## src/rtl/hs_link_param.sv

```systemverilog
// hs_link_param: burst generator and receiver joined by an internal 4-phase
// req/ack handshake. The master sends len words (seed, seed+1, ...). The
// slave latches each word, pulses rx_valid and keeps a running checksum.
// Ports:
//   clk, rst      - clock and synchronous active-high reset
//   start         - begins a burst when sampled high while idle
//   len, seed     - word count and first word, sampled with start
//   rx_stall      - while high, the slave accepts no new word
//   busy, done    - burst in progress / one-cycle end-of-burst pulse
//   err           - sticky error (len too large or ack timeout)
//   rx_data       - last word accepted by the slave
//   rx_valid      - one-cycle pulse on each accept
//   rx_last       - high with rx_valid on the final word
//   checksum      - running sum of accepted words, mod 2^DATA_W
module hs_link_param #(
   parameter int unsigned DATA_W    = 8,
   parameter int unsigned MAX_LEN   = 16,
   parameter int unsigned ACK_DELAY = 0,
   parameter int unsigned TIMEOUT   = 15
) (
   input  logic                             clk,
   input  logic                             rst,
   input  logic                             start,
   input  logic [$clog2(MAX_LEN+1)-1:0]     len,
   input  logic [DATA_W-1:0]                seed,
   input  logic                             rx_stall,
   output logic                             busy,
   output logic                             done,
   output logic                             err,
   output logic [DATA_W-1:0]                rx_data,
   output logic                             rx_valid,
   output logic                             rx_last,
   output logic [DATA_W-1:0]                checksum
);

   localparam int unsigned LEN_W    = $clog2(MAX_LEN + 1);
   localparam int unsigned TO_W     = $clog2(TIMEOUT + 1);
   localparam int unsigned DLY_W    = (ACK_DELAY > 1) ? $clog2(ACK_DELAY) : 1;
   localparam int unsigned DLY_LAST = (ACK_DELAY > 0) ? ACK_DELAY - 1 : 0;

   // The master must always outwait a healthy slave.
   if (TIMEOUT < ACK_DELAY + 2) begin : g_bad_timeout
      $error("hs_link_param: TIMEOUT must be >= ACK_DELAY+2");
   end

   typedef enum logic [1:0] {M_IDLE, M_REQ, M_WAIT_LOW, M_DONE} m_state_e;
   typedef enum logic [1:0] {S_IDLE, S_DELAY, S_ACK} s_state_e;

   m_state_e           m_state_q, m_state_d;
   s_state_e           s_state_q, s_state_d;
   logic               req_q, req_d;
   logic               ack_q, ack_d;
   logic [DATA_W-1:0]  data_q, data_d;
   logic [LEN_W-1:0]   len_q, len_d;
   logic [LEN_W-1:0]   cnt_q, cnt_d;
   logic [TO_W-1:0]    tcnt_q, tcnt_d;
   logic [DLY_W-1:0]   dcnt_q, dcnt_d;
   logic               stop_q, stop_d;
   logic               busy_q, busy_d;
   logic               done_q, done_d;
   logic               err_q, err_d;
   logic [DATA_W-1:0]  rx_data_q, rx_data_d;
   logic               rx_valid_q, rx_valid_d;
   logic               rx_last_q, rx_last_d;
   logic [DATA_W-1:0]  checksum_q, checksum_d;
   logic               abort_c;
   logic               last_word_c;

   // Next-state and output logic for both FSMs.
   always_comb begin
      m_state_d  = m_state_q;
      s_state_d  = s_state_q;
      req_d      = req_q;
      ack_d      = ack_q;
      data_d     = data_q;
      len_d      = len_q;
      cnt_d      = cnt_q;
      tcnt_d     = tcnt_q;
      dcnt_d     = dcnt_q;
      stop_d     = stop_q;
      busy_d     = busy_q;
      done_d     = 1'b0;
      err_d      = err_q;
      rx_data_d  = rx_data_q;
      rx_valid_d = 1'b0;
      rx_last_d  = 1'b0;
      checksum_d = checksum_q;
      abort_c    = 1'b0;
      last_word_c = (cnt_q == LEN_W'(len_q - LEN_W'(1)));

      // Master. stop_q marks "finish after the current handshake settles";
      // it is how empty/oversized bursts and aborts reach M_DONE.
      unique case (m_state_q)
         M_IDLE: begin
            if (start) begin
               len_d      = len;
               data_d     = seed;
               cnt_d      = '0;
               tcnt_d     = '0;
               checksum_d = '0;
               err_d      = 1'b0;
               busy_d     = 1'b1;
               req_d      = 1'b0;
               if (len == '0) begin
                  stop_d    = 1'b1;
                  m_state_d = M_WAIT_LOW;
               end else if (32'(len) > MAX_LEN) begin
                  stop_d    = 1'b1;
                  err_d     = 1'b1;
                  m_state_d = M_WAIT_LOW;
               end else begin
                  stop_d    = 1'b0;
                  m_state_d = M_REQ;
               end
            end
         end
         M_REQ: begin
            req_d = 1'b1;
            if (ack_q) begin
               req_d     = 1'b0;
               m_state_d = M_WAIT_LOW;
            end else if (req_q) begin
               // Only cycles with req actually raised count toward the limit.
               if (tcnt_q == TO_W'(TIMEOUT - 1)) begin
                  abort_c   = 1'b1;
                  req_d     = 1'b0;
                  err_d     = 1'b1;
                  stop_d    = 1'b1;
                  m_state_d = M_WAIT_LOW;
               end else begin
                  tcnt_d = tcnt_q + TO_W'(1);
               end
            end
         end
         M_WAIT_LOW: begin
            if (!ack_q) begin
               if (stop_q || last_word_c) begin
                  busy_d    = 1'b0;
                  done_d    = 1'b1;
                  m_state_d = M_DONE;
               end else begin
                  cnt_d     = cnt_q + LEN_W'(1);
                  data_d    = data_q + DATA_W'(1);
                  tcnt_d    = '0;
                  req_d     = 1'b1;
                  m_state_d = M_REQ;
               end
            end
         end
         M_DONE: m_state_d = M_IDLE;
         default: m_state_d = M_IDLE;
      endcase

      // Slave.
      unique case (s_state_q)
         S_IDLE: begin
            if (req_q && !rx_stall && !abort_c) begin
               rx_data_d  = data_q;
               rx_valid_d = 1'b1;
               rx_last_d  = last_word_c;
               checksum_d = checksum_q + data_q;
               if (ACK_DELAY == 0) begin
                  ack_d     = 1'b1;
                  s_state_d = S_ACK;
               end else begin
                  dcnt_d    = '0;
                  s_state_d = S_DELAY;
               end
            end
         end
         S_DELAY: begin
            if (dcnt_q == DLY_W'(DLY_LAST)) begin
               ack_d     = 1'b1;
               s_state_d = S_ACK;
            end else begin
               dcnt_d = dcnt_q + DLY_W'(1);
            end
         end
         S_ACK: begin
            if (!req_q) begin
               ack_d     = 1'b0;
               s_state_d = S_IDLE;
            end
         end
         default: s_state_d = S_IDLE;
      endcase

      // An abort pulls the slave back to idle regardless of where it was.
      if (abort_c) begin
         ack_d     = 1'b0;
         s_state_d = S_IDLE;
      end
   end

   // State register; reset wins over everything.
   always_ff @(posedge clk) begin
      if (rst) begin
         m_state_q  <= M_IDLE;
         s_state_q  <= S_IDLE;
         req_q      <= 1'b0;
         ack_q      <= 1'b0;
         data_q     <= '0;
         len_q      <= '0;
         cnt_q      <= '0;
         tcnt_q     <= '0;
         dcnt_q     <= '0;
         stop_q     <= 1'b0;
         busy_q     <= 1'b0;
         done_q     <= 1'b0;
         err_q      <= 1'b0;
         rx_data_q  <= '0;
         rx_valid_q <= 1'b0;
         rx_last_q  <= 1'b0;
         checksum_q <= '0;
      end else begin
         m_state_q  <= m_state_d;
         s_state_q  <= s_state_d;
         req_q      <= req_d;
         ack_q      <= ack_d;
         data_q     <= data_d;
         len_q      <= len_d;
         cnt_q      <= cnt_d;
         tcnt_q     <= tcnt_d;
         dcnt_q     <= dcnt_d;
         stop_q     <= stop_d;
         busy_q     <= busy_d;
         done_q     <= done_d;
         err_q      <= err_d;
         rx_data_q  <= rx_data_d;
         rx_valid_q <= rx_valid_d;
         rx_last_q  <= rx_last_d;
         checksum_q <= checksum_d;
      end
   end

   assign busy     = busy_q;
   assign done     = done_q;
   assign err      = err_q;
   assign rx_data  = rx_data_q;
   assign rx_valid = rx_valid_q;
   assign rx_last  = rx_last_q;
   assign checksum = checksum_q;

endmodule

```

## config.mk

```make
export PLATFORM = sky130hd
export DESIGN_NAME = hs_link_param
export DESIGN_NICKNAME = d
export VERILOG_FILES = /design/src/rtl/hs_link_param.sv
export SDC_FILE = /design/constraint.sdc
export NUM_CORES = 1
export LEC_CHECK = 0
export CAP_MARGIN = 10
export CORE_MARGIN = 3
export CORE_UTILIZATION = 45
export DETAILED_ROUTE_END_ITERATION = 16
export PLACE_DENSITY = 0.65
export SLEW_MARGIN = 20
export SYNTH_ARGS = -nofsm -noshare
export SYNTH_HDL_FRONTEND = slang
export SYNTH_SLANG_ARGS = --single-unit
```

## constraint.sdc

```tcl
create_clock -name clk -period 2.45 [get_ports clk]
set_input_delay 0.6125 -clock clk [delete_from_list [all_inputs] [get_ports clk]]
set_output_delay 0.6125 -clock clk [all_outputs]
set_load 0.01 [all_outputs]
```

* Word level (Yosys, flattened, before mapping)
Cells that the tools add are included.
** Word-level totals
- Bits in registers :: 51
- Latch bits :: 0
- Memory bits (writable) :: 0
- Memory bits (read-only) :: 0
- Bits of input ports :: 17
- Word-level logic and storage cells :: 137
- Memories :: 0
** Operators by class
- $add $sub $neg :: 6
- Multipliers :: 0
- Divide/modulo/power cells :: 0
- Order comparisons :: 1
- Equality and inequality tests :: 20
- Shift-type cells :: 0
- Muxes and demuxes :: 64
- Bitwise gates (word level) :: 3
- Reductions and logical operators :: 26
** Operators with widths (number)
- $mux W8 :: 7
- $mux W1 :: 27
- $mux W4 :: 6
- $mux W2 :: 11
- $ne A2 B2 Y1 const B :: 11
- $reduce_and A4 Y1 :: 5
- $pmux W8 S2 :: 1
- $mux W5 :: 3
- $pmux W4 S3 :: 1
- $pmux W5 S2 :: 1
- $add A8 B1 Y8 const B :: 1
- $add A8 B8 Y8 :: 1
- $pmux W2 S4 :: 1
- $reduce_and A7 Y1 :: 1
- $eq A2 B2 Y1 const B :: 3
- $ne A3 B3 Y1 const B :: 2
- $pmux W1 S2 :: 3
- $pmux W1 S3 :: 2
- $pmux W2 S3 :: 1
- $reduce_bool A3 Y1 :: 2
- $reduce_or A3 Y1 :: 2
- $add A5 B1 Y5 const B :: 1
- $eq A5 B5 Y1 :: 1
- $gt A5 B5 Y1 const B :: 1
- other kinds (16) :: 25

* Longest topological paths before layout
- Depth in word-level cells :: 9
- Mapped depth :: 10
- Depth with buffers taken out :: 9

* Least setup slack after synthesis
OpenSTA, ideal clock, no wires.
- Path type :: reg2reg
- Start :: register len_q[0]
- End :: register data_q[0]
- Setup time :: 0.071 ns
- Arrival :: 1.931 ns
- Data required time :: 2.379 ns
- Slack :: 0.449 ns
- Stages on the path, launching flop included :: 9
- Clock period less this slack :: 2.001 ns
- Cells stage by stage :: dfxtp_1 > inv_1 > ha_1 > and3_2 > o2bb2ai_1 > a211oi_4 > a2bb2oi_4 > or3_2 > a21oi_1
** On the way
- Longest elaborated chain between the ends :: 5
** Ends and longest elaborated chain
- start, declared :: RTL line 54 : logic [LEN_W-1:0] len_q, len_d;
- start signal, assigned :: RTL line 221 : len_q <= len_d;
- $sub A5 B1 Y5 :: RTL line 89 : last_word_c = (cnt_q == LEN_W'(len_q - LEN_W'(1)));
- $eq A5 B5 Y1 :: RTL line 89
- $logic_or A1 B1 Y1 :: RTL line 137 : if (stop_q || last_word_c) begin
- $ne A2 B2 Y1 (no line)
- $reduce_and A4 Y1 (no line)
- end signal, assigned :: RTL line 220 : data_q <= data_d;
- end, declared :: RTL line 53 : logic [DATA_W-1:0] data_q, data_d;
Every way passes these cells.
A chain may end at the register's enable or synchronous reset.

* Worst setup path in the final report
Ends and elaborated chain as after synthesis.

==> impl_metrics.ini <==
[pwr]
fin_total_pwr_mw = 3.028
pwr-share-clk = 0.188
switching_share = 0.3974
ir_drop_mv = 0.5406
p_switching_mw = 1.203
comb_power_share = 0.457
seqPwrFrac = 0.355
total_leakage_power_nw = 1.237
pwr_density_cell_nw_per_um2 = 905.0
p_int_mw = 1.825

[critical_path]
timing.setup.critical_path_class = reg -> reg
reg2reg_from = len_q[0]$_SDFFE_PP0P_
timing.critical_path.to_type = flip-flop
start_kind = flip-flop
timing.critical_path.slowest_cell_delay_ps = 460
cp_cell_sequence = inv_1, ha_1, and3_2, o2bb2ai_1, a211oi_4, a2bb2oi_4, or3_2, a21oi_1
crit_cells = 8
critical_path_required_ps = 2670
critPathCapture = data_q[0]$_SDFFE_PP0P_
regToRegSetupSlack_ps = 230
rr_endpoint = data_q[0]$_SDFFE_PP0P_
worstPathArrival_ps = 2440
critical_path_buf_inv_count = 1
timing.critical_path.fanout_max = 11
crit_path_start = len_q[0]$_SDFFE_PP0P_
worst_r2r_path_depth = 8
critical-path-slowest-cell = or3_2
timing.critical_path.max_delay_family = compound AO/OA/AOI/OAI gates

[placement]
io_buffer_count = 37
place_congestion = 0.8629
place_ws_ps = -30.49
postPlaceCellArea_um2 = 3238
dp.final_hpwl_um = 4720

[cells_and_area]
final_cell_area_um2 = 3346
final_layout_size_suffix_gt1_frac = 0.1360
flow.area_growth_from_synthesis_pct = 20.40
finalNetCount = 409
num_antenna_cells = 0

[timing]
timing.final.max_slew_violations = 0
skew_ps = 11.42
tightestPinTransition_ps = 483.5
hold-worst-slack_ps = 455.1
fin_crit_sh = 0.9076
max_clock_freq_mhz = 449.7
layout_setup_ws_ps = 226.5
slew_headroom = 0.6776
number_of_endpoints_with_negative_hold_slack_in_the_final_report = 0
fin_crit_ps = 2224
grt_setup_unrepaired = no
setup_viol = 0
fin_tns_setup_ps = 0

[synth]
yosys_register_bits = 48
commonest_cells_in_the_netlist = dfxtp_1, nand2_1, a21oi_1, nor2_1, ha_1
yosysUniqueCellTypes = 60
synth-async-reset-ratio = 0
post_synth_inst_count = 332
synthDominantCellAreaShare = 0.3458
synth.avg_cell_area_um2 = 8.370
post_synth_instance_area_um2 = 2779
synth.top_cells.by_area = dfxtp_1, ha_1, a21oi_1
synth_most_common_cell = dfxtp_1
synth_area_leader_cell = dfxtp_1
ys_seq_area_frac = 0.3458
synth_enable_flop_cells = 0
synth_nets = 367
number_of_synthesis_warnings = 0
yosys_most_used_dff = dfxtp_1

[hold_path]
min_from = rx_data[0]$_SDFFE_PP0P_
hold_path_class = reg -> reg

[clock_tree]
cts.reportedPaths.clkPinSlew_ps = 90
cts_inserted_buffers = 5
h_tree_level_count = 2
worst_skew_pair.late_latency_ps = 300
post_cts.resized_instances = 0
clock_sinks = 48
post_cts.repair.setup_buffers = 0
cts.path.max_buffers = 2
holdBufCountCts = 0
tritoncts = built
clk_root_buffer_cell = clkbuf_8

[drt]
drt-pass1-iter-count = 4
detail_route.vias_per_cell = 5.532
dr_total_vias = 2473
routedWlPerCell_um = 14.49
routed_wl_um = 6478
drt_iter0_markers = 127
antenna_left = 0
route.detailed.drc = 0

[global_routing]
grtUsageTotal = 0.1898
globalRouteOverflowTotal = 0
antenna_found_initial = 0
wire_length_of_the_first_global_routing_pass_um = 11350
first_global_vias = 2387
maximum_number_of_pins_on_one_net_before_global_route_repair = 42

[floorplanning]
initial_core_util = 0.4839
design.die.area_um2 = 7155
ioPinCount = 38
row_count = 27
fp.coreArea_um2 = 5743
die_h_um = 84.59
die_extent_in_x_um = 84.59

[outcome]
result_of_the_run = finished, final reports clean

[run]
max-cap-violations = 0
layout make-up:
cell class | instances | area, um^2
fillers | 550 | 2397
multi-input cells | 250 | 1640
flip-flops and latches | 48 | 960.9
repair buffers | 52 | 483.0
well taps | 72 | 90.09
clock buffers | 6 | 72.57
inverters | 17 | 63.81
clock inverters | 2 | 35.03
power by group through the flow:
stage,logic (mW),clock network [mW],registers [mW]
2_1_floorplan,1.11,0,1.05
3_3_place_gp,1.38,0,1.09
3_5_place_dp,1.38,0,1.09
4_1_cts,1.39,0.587,1.07
5_1_grt,1.56,0.614,1.10
6_report,1.38,0.568,1.07
worst reg2reg max path, cell delays in order (launching register included):
cell       delay, ps
dfxtp_1          410
inv_1             60
ha_1             250
and3_2           220
o2bb2ai_1        240
a211oi_4         120
a2bb2oi_4        190
or3_2            460
a21oi_1          190
cell usage in the layout (no fill, tap or decap), types with 5 or more instances in the layout:
cell type,netlist,routed
a21oi_1,39,39
buf_4,0,15
clkbuf_8,1,5
clkdlybuf4s50_1,0,37
dfxtp_1,48,48
ha_1,17,17
inv_1,16,16
nand2_1,45,45
nand3_1,14,14
nor2_1,19,19
nor2b_1,5,5
nor3_1,15,15
o21ai_0,12,12
o32ai_1,5,5
or2_2,5,5
xnor2_1,6,6
sequential cells by signal (all words and copies together), names as in the netlist:
signal	cells
busy	1
checksum	8
cnt_q	5
data_q	8
done	1
err	1
len_q	5
m_state_q	2
req_q	1
rx_data	8
rx_last	1
rx_valid	1
s_state_q	1
stop_q	1
tcnt_q	4
routing by layer:
metal	GRT usage	share of wire
met1	0.2601	0.48
met2	0.3053	0.47
met3	0.03827	0.041
met4	0.04748	0.010
met5	0	0
stage by stage:
stage | std cells | utilization
floorplan | 332 | -
global placement | 439 | 0.5638
detailed placement | 439 | 0.5638
CTS | 447 | 0.5826
global route | 447 | 0.5826
finish | 447 | 0.5826
logic make-up after synthesis:
| family | Yosys count | share of synthesized area |
|---|---|---|
| adders and majority gates | 18 | 0.08374 |
| buffers and inverters | 34 | 0.06393 |
| AOI/OAI and AO/OA | 89 | 0.2220 |
| and+or+nand+nor | 130 | 0.2391 |
| DFF | 48 | 0.3458 |
| muxes | 4 | 0.01441 |
| xor gates and xnor gates | 9 | 0.03107 |
worst min-delay path by stage:
stage / cells past startpoint / end / slack (ps)
finish: 2 / rx_data[0]$_SDFFE_PP0P_ / 460
global route: 2 / rx_data[0]$_SDFFE_PP0P_ / 480
CTS: 2 / rx_data[0]$_SDFFE_PP0P_ / 460
detailed placement: 2 / rx_data[4]$_SDFFE_PP0P_ / 450
global placement: 2 / rx_data[1]$_SDFFE_PP0P_ / 440
floorplan: 1 / done$_SDFF_PP0_ / 460
No activity file was read; power rests on OpenSTA's default activity.
